## src/rtl/cpu_control_fsm.sv

```systemverilog
// ----------------------------------------------------------------------------
// cpu_control_fsm
// Multi-cycle control unit for the 16-bit CPU datapath. Sequences each
// instruction through FETCH / DECODE / EXEC / MEM / WB and drives the ALU
// control interface, datapath enables, mux selects and the memory handshake.
//
// Ports:
//   Clock, Reset        rising-edge clock, synchronous active-high reset
//   Opcode, Funct       instruction fields from IR (valid from DECODE on)
//   Zero                ALU zero flag, used only in BEQ EXEC
//   MemReady            memory access complete, used only in FETCH / MEM
//   ALUCtrl/BInvert/CIN ALU operation controls
//   ALUSrcA/ALUSrcB     ALU operand selects
//   PCWrite/PCSource    PC load enable and next-PC select
//   IRWrite             IR load enable
//   MemRead/MemWrite    memory requests, IorD selects the address source
//   RegWrite/RegDst/MemToReg  register file write controls
//   Illegal             one-cycle pulse in DECODE on an undefined opcode/funct
//
// Outputs are decoded from the state register and the latched op register;
// the only input-dependent terms are the MemReady/Zero qualified enables,
// the DECODE dispatch, and the reset override, as the handshake requires.
// ----------------------------------------------------------------------------
module cpu_control_fsm (
    input  logic       Clock,
    input  logic       Reset,
    input  logic [3:0] Opcode,
    input  logic [2:0] Funct,
    input  logic       Zero,
    input  logic       MemReady,
    output logic [2:0] ALUCtrl,
    output logic       BInvert,
    output logic       CIN,
    output logic       ALUSrcA,
    output logic [1:0] ALUSrcB,
    output logic       PCWrite,
    output logic [1:0] PCSource,
    output logic       IRWrite,
    output logic       MemRead,
    output logic       MemWrite,
    output logic       IorD,
    output logic       RegWrite,
    output logic       RegDst,
    output logic       MemToReg,
    output logic       Illegal
);

    localparam int unsigned OP_W = 4;
    localparam int unsigned FN_W = 3;

    localparam logic [OP_W-1:0] OP_RTYPE = 4'b0000;
    localparam logic [OP_W-1:0] OP_ADDI  = 4'b0100;
    localparam logic [OP_W-1:0] OP_LW    = 4'b0110;
    localparam logic [OP_W-1:0] OP_SW    = 4'b0111;
    localparam logic [OP_W-1:0] OP_BEQ   = 4'b1000;
    localparam logic [OP_W-1:0] OP_J     = 4'b1001;

    localparam logic [2:0] ALU_ADD = 3'b010;

    localparam logic [1:0] SRCB_REG   = 2'b00;
    localparam logic [1:0] SRCB_ONE   = 2'b01;
    localparam logic [1:0] SRCB_IMM   = 2'b10;

    localparam logic [1:0] PCSRC_ALU  = 2'b00;
    localparam logic [1:0] PCSRC_OUT  = 2'b01;
    localparam logic [1:0] PCSRC_JMP  = 2'b10;

    typedef enum logic [2:0] {
        S_FETCH  = 3'd0,
        S_DECODE = 3'd1,
        S_EXEC   = 3'd2,
        S_MEM    = 3'd3,
        S_WB     = 3'd4
    } state_e;

    state_e          state_q, state_d;
    logic [OP_W-1:0] op_q;
    logic [FN_W-1:0] funct_q;

    // Instruction legality of the live IR fields, evaluated in DECODE.
    function automatic logic is_legal(input logic [OP_W-1:0] op,
                                      input logic [FN_W-1:0] fn);
        logic ok;
        case (op)
            OP_RTYPE: ok = (fn <= 3'b101);
            OP_ADDI, OP_LW, OP_SW, OP_BEQ, OP_J: ok = 1'b1;
            default:  ok = 1'b0;
        endcase
        return ok;
    endfunction

    // R-type funct to {ALUCtrl, BInvert, CIN}; SUB/SLT use invert + carry-in.
    function automatic logic [4:0] rtype_alu(input logic [FN_W-1:0] fn);
        logic [4:0] c;
        case (fn)
            3'b000:  c = {3'b000, 1'b0, 1'b0};
            3'b001:  c = {3'b001, 1'b0, 1'b0};
            3'b010:  c = {3'b010, 1'b0, 1'b0};
            3'b011:  c = {3'b010, 1'b1, 1'b1};
            3'b100:  c = {3'b011, 1'b0, 1'b0};
            3'b101:  c = {3'b101, 1'b1, 1'b1};
            default: c = 5'b00000;
        endcase
        return c;
    endfunction

    // State and latched op register; the op is captured only on DECODE->EXEC.
    always_ff @(posedge Clock) begin
        if (Reset) begin
            state_q <= S_FETCH;
            op_q    <= '0;
            funct_q <= '0;
        end else begin
            state_q <= state_d;
            if (state_q == S_DECODE && state_d == S_EXEC) begin
                op_q    <= Opcode;
                funct_q <= Funct;
            end
        end
    end

    // Next-state and output decode.
    always_comb begin
        state_d  = S_FETCH;
        ALUCtrl  = 3'b000;
        BInvert  = 1'b0;
        CIN      = 1'b0;
        ALUSrcA  = 1'b0;
        ALUSrcB  = SRCB_REG;
        PCWrite  = 1'b0;
        PCSource = PCSRC_ALU;
        IRWrite  = 1'b0;
        MemRead  = 1'b0;
        MemWrite = 1'b0;
        IorD     = 1'b0;
        RegWrite = 1'b0;
        RegDst   = 1'b0;
        MemToReg = 1'b0;
        Illegal  = 1'b0;

        case (state_q)
            S_FETCH: begin
                MemRead  = 1'b1;
                ALUSrcB  = SRCB_ONE;
                ALUCtrl  = ALU_ADD;
                IRWrite  = MemReady;
                PCWrite  = MemReady;
                state_d  = MemReady ? S_DECODE : S_FETCH;
            end
            S_DECODE: begin
                // ALU precomputes PC + imm into ALUOut as the branch target.
                ALUSrcB = SRCB_IMM;
                ALUCtrl = ALU_ADD;
                if (!is_legal(Opcode, Funct)) begin
                    Illegal = 1'b1;
                    state_d = S_FETCH;
                end else if (Opcode == OP_J) begin
                    PCWrite  = 1'b1;
                    PCSource = PCSRC_JMP;
                    state_d  = S_FETCH;
                end else begin
                    state_d = S_EXEC;
                end
            end
            S_EXEC: begin
                ALUSrcA = 1'b1;
                case (op_q)
                    OP_RTYPE: begin
                        ALUSrcB                  = SRCB_REG;
                        {ALUCtrl, BInvert, CIN}  = rtype_alu(funct_q);
                        state_d                  = S_WB;
                    end
                    OP_ADDI: begin
                        ALUSrcB = SRCB_IMM;
                        ALUCtrl = ALU_ADD;
                        state_d = S_WB;
                    end
                    OP_LW, OP_SW: begin
                        ALUSrcB = SRCB_IMM;
                        ALUCtrl = ALU_ADD;
                        state_d = S_MEM;
                    end
                    OP_BEQ: begin
                        ALUSrcB  = SRCB_REG;
                        ALUCtrl  = ALU_ADD;
                        BInvert  = 1'b1;
                        CIN      = 1'b1;
                        PCSource = PCSRC_OUT;
                        PCWrite  = Zero;
                        state_d  = S_FETCH;
                    end
                    default: state_d = S_FETCH;
                endcase
            end
            S_MEM: begin
                IorD     = 1'b1;
                MemRead  = (op_q == OP_LW);
                MemWrite = (op_q == OP_SW);
                if (!MemReady) begin
                    state_d = S_MEM;
                end else begin
                    state_d = (op_q == OP_LW) ? S_WB : S_FETCH;
                end
            end
            S_WB: begin
                RegWrite = 1'b1;
                RegDst   = (op_q == OP_RTYPE);
                MemToReg = (op_q == OP_LW);
                state_d  = S_FETCH;
            end
            default: state_d = S_FETCH;
        endcase

        // Reset aborts any access in the same cycle.
        if (Reset) begin
            PCWrite  = 1'b0;
            IRWrite  = 1'b0;
            MemRead  = 1'b0;
            MemWrite = 1'b0;
            RegWrite = 1'b0;
            Illegal  = 1'b0;
        end
    end

endmodule

```

## config.mk

```make
export PLATFORM = sky130hd
export DESIGN_NAME = cpu_control_fsm
export DESIGN_NICKNAME = d
export VERILOG_FILES = /design/src/rtl/cpu_control_fsm.sv
export SDC_FILE = /design/constraint.sdc
export NUM_CORES = 1
export LEC_CHECK = 0
export ABC_AREA = 1
export CAP_MARGIN = 20
export CORE_MARGIN = 1.5
export CORE_UTILIZATION = 40
export CTS_CLUSTER_DIAMETER = 100
export DETAILED_ROUTE_END_ITERATION = 10
export HOLD_SLACK_MARGIN = 0.02
export PLACE_DENSITY = 0.79
export RECOVER_POWER = 100
export REMOVE_ABC_BUFFERS = 1
export SYNTH_ARGS = -nofsm -noshare
export SYNTH_HDL_FRONTEND = slang
export SYNTH_SLANG_ARGS = --single-unit
```

## constraint.sdc

```tcl
create_clock -name Clock -period 3.34 [get_ports Clock]
set_input_delay 0.668 -clock Clock [delete_from_list [all_inputs] [get_ports Clock]]
set_output_delay 0.668 -clock Clock [all_outputs]
set_load 0.01 [all_outputs]
```

After elaboration in Yosys (flattened, before gate mapping)
Index checks and enable logic that the tools add are counted.
W data, S select, Z words.
{"block": "word_totals", "ff_bits": 10, "output_inout_bits": 19}
{"block": "classes", "magnitude_cmp": 1, "eq_ne": 19, "n_mux": 42, "n_reduce_logical": 10}
{"operator": "$pmux W5 S5", "count": 1}
{"operator": "$eq A4 B3 Y1 const B", "count": 6}
{"operator": "$mux W1", "count": 23}
{"operator": "$pmux W3 S2", "count": 3}
{"operator": "$eq A3 B2 Y1 const B", "count": 5}
{"operator": "$eq A4 B4 Y1 const B", "count": 3}
{"operator": "$pmux W3 S4", "count": 1}
{"operator": "$mux W2", "count": 5}
{"operator": "$eq A3 B3 Y1 const B", "count": 3}
{"operator": "$logic_not A4 Y1", "count": 2}
{"operator": "$pmux W1 S2", "count": 4}
{"operator": "$eq A3 B1 Y1 const B", "count": 2}
{"operator": "$mux W3", "count": 2}
{"operator": "$pmux W2 S3", "count": 1}
{"operator": "$reduce_or A2 Y1", "count": 3}
{"operator": "$reduce_or A5 Y1", "count": 1}
{"operator": "$pmux W2 S2", "count": 1}
{"operator": "$reduce_or A4 Y1", "count": 1}
{"operator": "$le A3 B3 Y1 const B", "count": 1}
{"operator": "$logic_not A3 Y1", "count": 1}
{"operator": "$pmux W1 S3", "count": 1}
{"operator": "$reduce_or A3 Y1", "count": 1}
{"operator": "$logic_and A1 B1 Y1", "count": 1}

Longest topological paths before layout
{"block": "depth", "word_depth": 8, "ltp_mapped": 8, "depth_no_buf": 7}

Least setup slack after synthesis
OpenSTA, ideal clock, no wires.
{"block": "synth_timing", "kind": "input to output", "start": "in Opcode[1]", "end": "out Illegal", "t_arrival_ps": 1447, "setup_slack_ps": 1225, "cell_stages": 6, "path_cell_list": "inv_1 > nand2_2 > nand2_1 > nand3_2 > buf_6 > nor3_1"}
{"block": "synth_via", "elab_chain_len": 7}
{"item": "start: declaration", "line": "27", "source": "input logic [3:0] Opcode,"}
{"item": "$eq A4 B4 Y1 / $eq A4 B3 Y1 (equally long branches)", "line": "84", "source": "case (op)"}
{"item": "$reduce_or A5 Y1", "line": "84"}
{"item": "$pmux W1 S2 (*)", "line": "84"}
{"item": "$mux W1 (*)", "line": "141", "source": "case (state_q)"}
{"item": "$mux W1 (*)", "line": "154", "source": "if (!is_legal(Opcode, Funct)) begin"}
{"item": "$mux W1 (*)", "line": "141"}
{"item": "$mux W1 (*)", "line": "215", "source": "if (Reset) begin"}
{"item": "end: declaration", "line": "45", "source": "output logic Illegal"}
Mark *: on every way between the ends. The rest lies on a longest branch, timed or not. The select of a mux whose other input is x is not followed.

Worst setup path in the final report
{"block": "layout_timing", "start": "in Opcode[1]", "end": "out PCWrite"}
{"block": "layout_via", "elab_chain_len": 7}
{"item": "$eq A4 B4 Y1 (tied with other cells)", "line": "84, 157"}
{"item": "$reduce_or A5 Y1", "line": "84"}
{"item": "$pmux W1 S2", "line": "84"}
{"item": "$mux W1", "line": "141"}
{"item": "$mux W1 (*)", "line": "154"}
{"item": "$pmux W1 S3 (*)", "line": "141"}
{"item": "$mux W1 (*)", "line": "215"}
{"item": "end: declaration", "line": "36", "source": "output logic PCWrite,"}
Marked as above.

==> results.sh <==
export IMPL_max_cap_violations=0
export IMPL_cpPeakStageDelay_ps=610
export IMPL_num_vias=962
export IMPL_multiInputGateArea_um2=515
export IMPL_reg2reg_depth=7
export IMPL_fin_skew_ps=2.97
export IMPL_h_tree_depth=1
export IMPL_finalWirelength_um=1940
export IMPL_wl_per_cell_um=9.74
export IMPL_postCtsSetupBuffers=0
export IMPL_reg2reg_slack_ps=2060
export IMPL_drc=0
export IMPL_hp_start="op_q[3]"
export IMPL_maxSlewHeadroom_pct=60.6
export IMPL_grtUsageTotal_pct=18.2
export IMPL_powerDensity_mw_per_mm2=276
export IMPL_ys_seq_area_share_pct=23.6
export IMPL_criticalPathCategory="input pin to output port"
export IMPL_period_share_pct=92.3
export IMPL_ys_ff_latch=10
export IMPL_clockBufferDepth=2
export IMPL_slowest_stage="dlygate4sd3_1"
export IMPL_crit_path_end_kind="output port"
export IMPL_antenna_left=0
export IMPL_critPathCapture="PCWrite"
export IMPL_initial_utilization_pct=42.8
export IMPL_place_congestion=0.790
export IMPL_nFillCells=194
export IMPL_cts_root_buf="clkbuf_4"
export IMPL_gr_total_overflow=0
export IMPL_viasPerCell=4.83
export IMPL_worstSetupStartpointType="input pin"
export IMPL_hpwl_um=1570
export IMPL_crit_path_max_fanout=3
export IMPL_cp_startpoint="Opcode[1]"
export IMPL_numPortBuffers=29
export IMPL_drive_gt1_share_pct=6.40
export IMPL_antenna_found_initial=0
export IMPL_r2r_end="state_q[0]"
export IMPL_cp_arrival_ps=2420
export IMPL_syn_to_final_growth_pct=37.9
export IMPL_coreArea_mm2=0.00198
export IMPL_setup_tns_ps=0
export IMPL_synth_area_leaders="dfxtp_1 (24%), nand2_1 (12%), nor2_1 (12%), nand3_1 (10%), inv_1 (9.3%)"
export IMPL_finalHoldViolCount=0
export IMPL_die_area_mm2=0.00241
export IMPL_yosysWarnings=0
export IMPL_clk_pin_slew_worst_paths_ps=70
export IMPL_cts_made_buffers=3
export IMPL_synth_async_reset_ratio_pct=0
export IMPL_synth_area_leader_cell="dfxtp_1"
export IMPL_path_cells="clkdlybuf4s50_1 > inv_1 > nand2_1 > nor2_4 > nand3_1 > nand2_1 > nor2_1 > nor2_1 > dlygate4sd3_1"
export IMPL_drt_iter0_drc=32
export IMPL_post_cts_resized=0
export IMPL_slew_viol_final=0
export IMPL_crit_required_ps=2670
export IMPL_grt_max_degree=16
export IMPL_min_period_ps=3080
export IMPL_hp_class="flop to flop"
export IMPL_p_total_uw=323
export IMPL_die_h_um=49.1
export IMPL_p_leak_nw=0.545
export IMPL_ios=30
export IMPL_die_x_um=49.1
export IMPL_synth_top_area_share_pct=23.6
export IMPL_rsz0062_at_grt="no"
export IMPL_max_freq_mhz=324
export IMPL_cts_sink_count=10
export IMPL_synth_edff_count=0
export IMPL_synthDistinctLibCells=24
export IMPL_regToRegStartpoint="state_q[0]"
export IMPL_nets=186
export IMPL_setup_violations=0
export IMPL_cts_hold_buffers=0
export IMPL_clock_latency_ps=270
export IMPL_n_antenna_cell=0
export IMPL_cts_tree="yes"
export IMPL_status="complete, no violations"
export IMPL_rows=16
export IMPL_first_global_vias=871
export IMPL_vdd_drop_max_v=0.000164
export IMPL_tightest_slew_ps=592
export IMPL_syn_instance_count=141
export IMPL_grt_pass1_wl_um=3540
export IMPL_syn_area_per_cell_um2=6.02
export IMPL_syn_cell_area_um2=848
export IMPL_dr_pass1_iters=4
export IMPL_synthFlopType="dfxtp_1"
export IMPL_register_area_um2=200
-- cell usage in the layout (no fill, tap or decap), types with 2 or more instances in the layout --
cell	instances
a21oi_1	13
clkbuf_1	2
clkbuf_4	3
clkdlybuf4s50_1	11
dfxtp_1	10
dlygate4sd3_1	18
ha_1	2
inv_1	22
nand2_1	29
nand3_1	18
nor2_1	27
nor2_4	2
nor3_1	5
-- metal layers --
metal	vias up	track usage, %	share of wire (%)
li1	505	-	-
met1	418	23.8	47
met2	36	31.3	46
met3	3	0.920	5.9
met4	0	7.14	1.1
met5	-	0	0
-- synthesized netlist by cell type (2+ instances only) --
library cell and instances:
nand2_1 28, nor3_1 5, inv_1 21, a21oi_1 13, nand3_1 17, dfxtp_1 10, ha_1 2, nor2_4 2
nor2_1 27, nand3_2 2
-- state kept, by name, indices dropped and copies added (netlist names) --
register	flops
op_q	4
funct_q	3
state_q	3
-- worst max-delay path, delay by kind of cell --
family        cells  cell delay (ps)
buf+inv           3             1130
simple gates      6              600
-- how the worst min path moves through the flow --
stage | cells past startpoint | slack (ps) | to
after floorplan | 2 | 470 | op_q[3]
after global placement | 2 | 490 | op_q[1]
after detailed placement | 2 | 510 | op_q[1]
after CTS | 2 | 520 | op_q[1]
after global routing | 2 | 560 | op_q[1]
final | 2 | 520 | op_q[3]
-- cells by family (layout without fill, tap and decap cells) --
group | after synthesis | count (layout) | synth area share (%)
and+or+nand+nor | 87 | 87 | 49.4
buffers and inverters | 27 | 58 | 14.7
AOI/OAI and AO/OA | 15 | 15 | 9.29
DFF | 10 | 10 | 23.6
adders and majority gates | 2 | 2 | 2.95
-- per-stage QoR --
step | setup slack (ps) | utilization (%) | instances | instance area (um2) | hold WS, ps
after floorplan | 1250 | - | 137 | 810 | 474
after global placement | 352 | 58.0 | 195 | 1150 | 493
after detailed placement | 337 | 58.0 | 195 | 1150 | 506
after CTS | 323 | 59.8 | 199 | 1180 | 522
after global routing | 110 | 59.0 | 199 | 1170 | 564
final | 257 | 59.0 | 199 | 1170 | 522
-- power breakdown --
part | total (mW) | internal, mW | switching, mW
logic | 0.0821 | 0.0363 | 0.0459
registers | 0.131 | 0.124 | 0.00641
clock network | 0.111 | 0.0662 | 0.0444
-- area by class of cell --
type | instances | area share (%)
Inverter | 23 | 7.38
Timing Repair Buffer | 31 | 25.5
Sequential cell | 10 | 17.1
Multi-Input combinational cell | 104 | 44.1
Tap cell | 27 | 2.89
Clock buffer | 4 | 3.10
(Power assumes the default switching activity.)
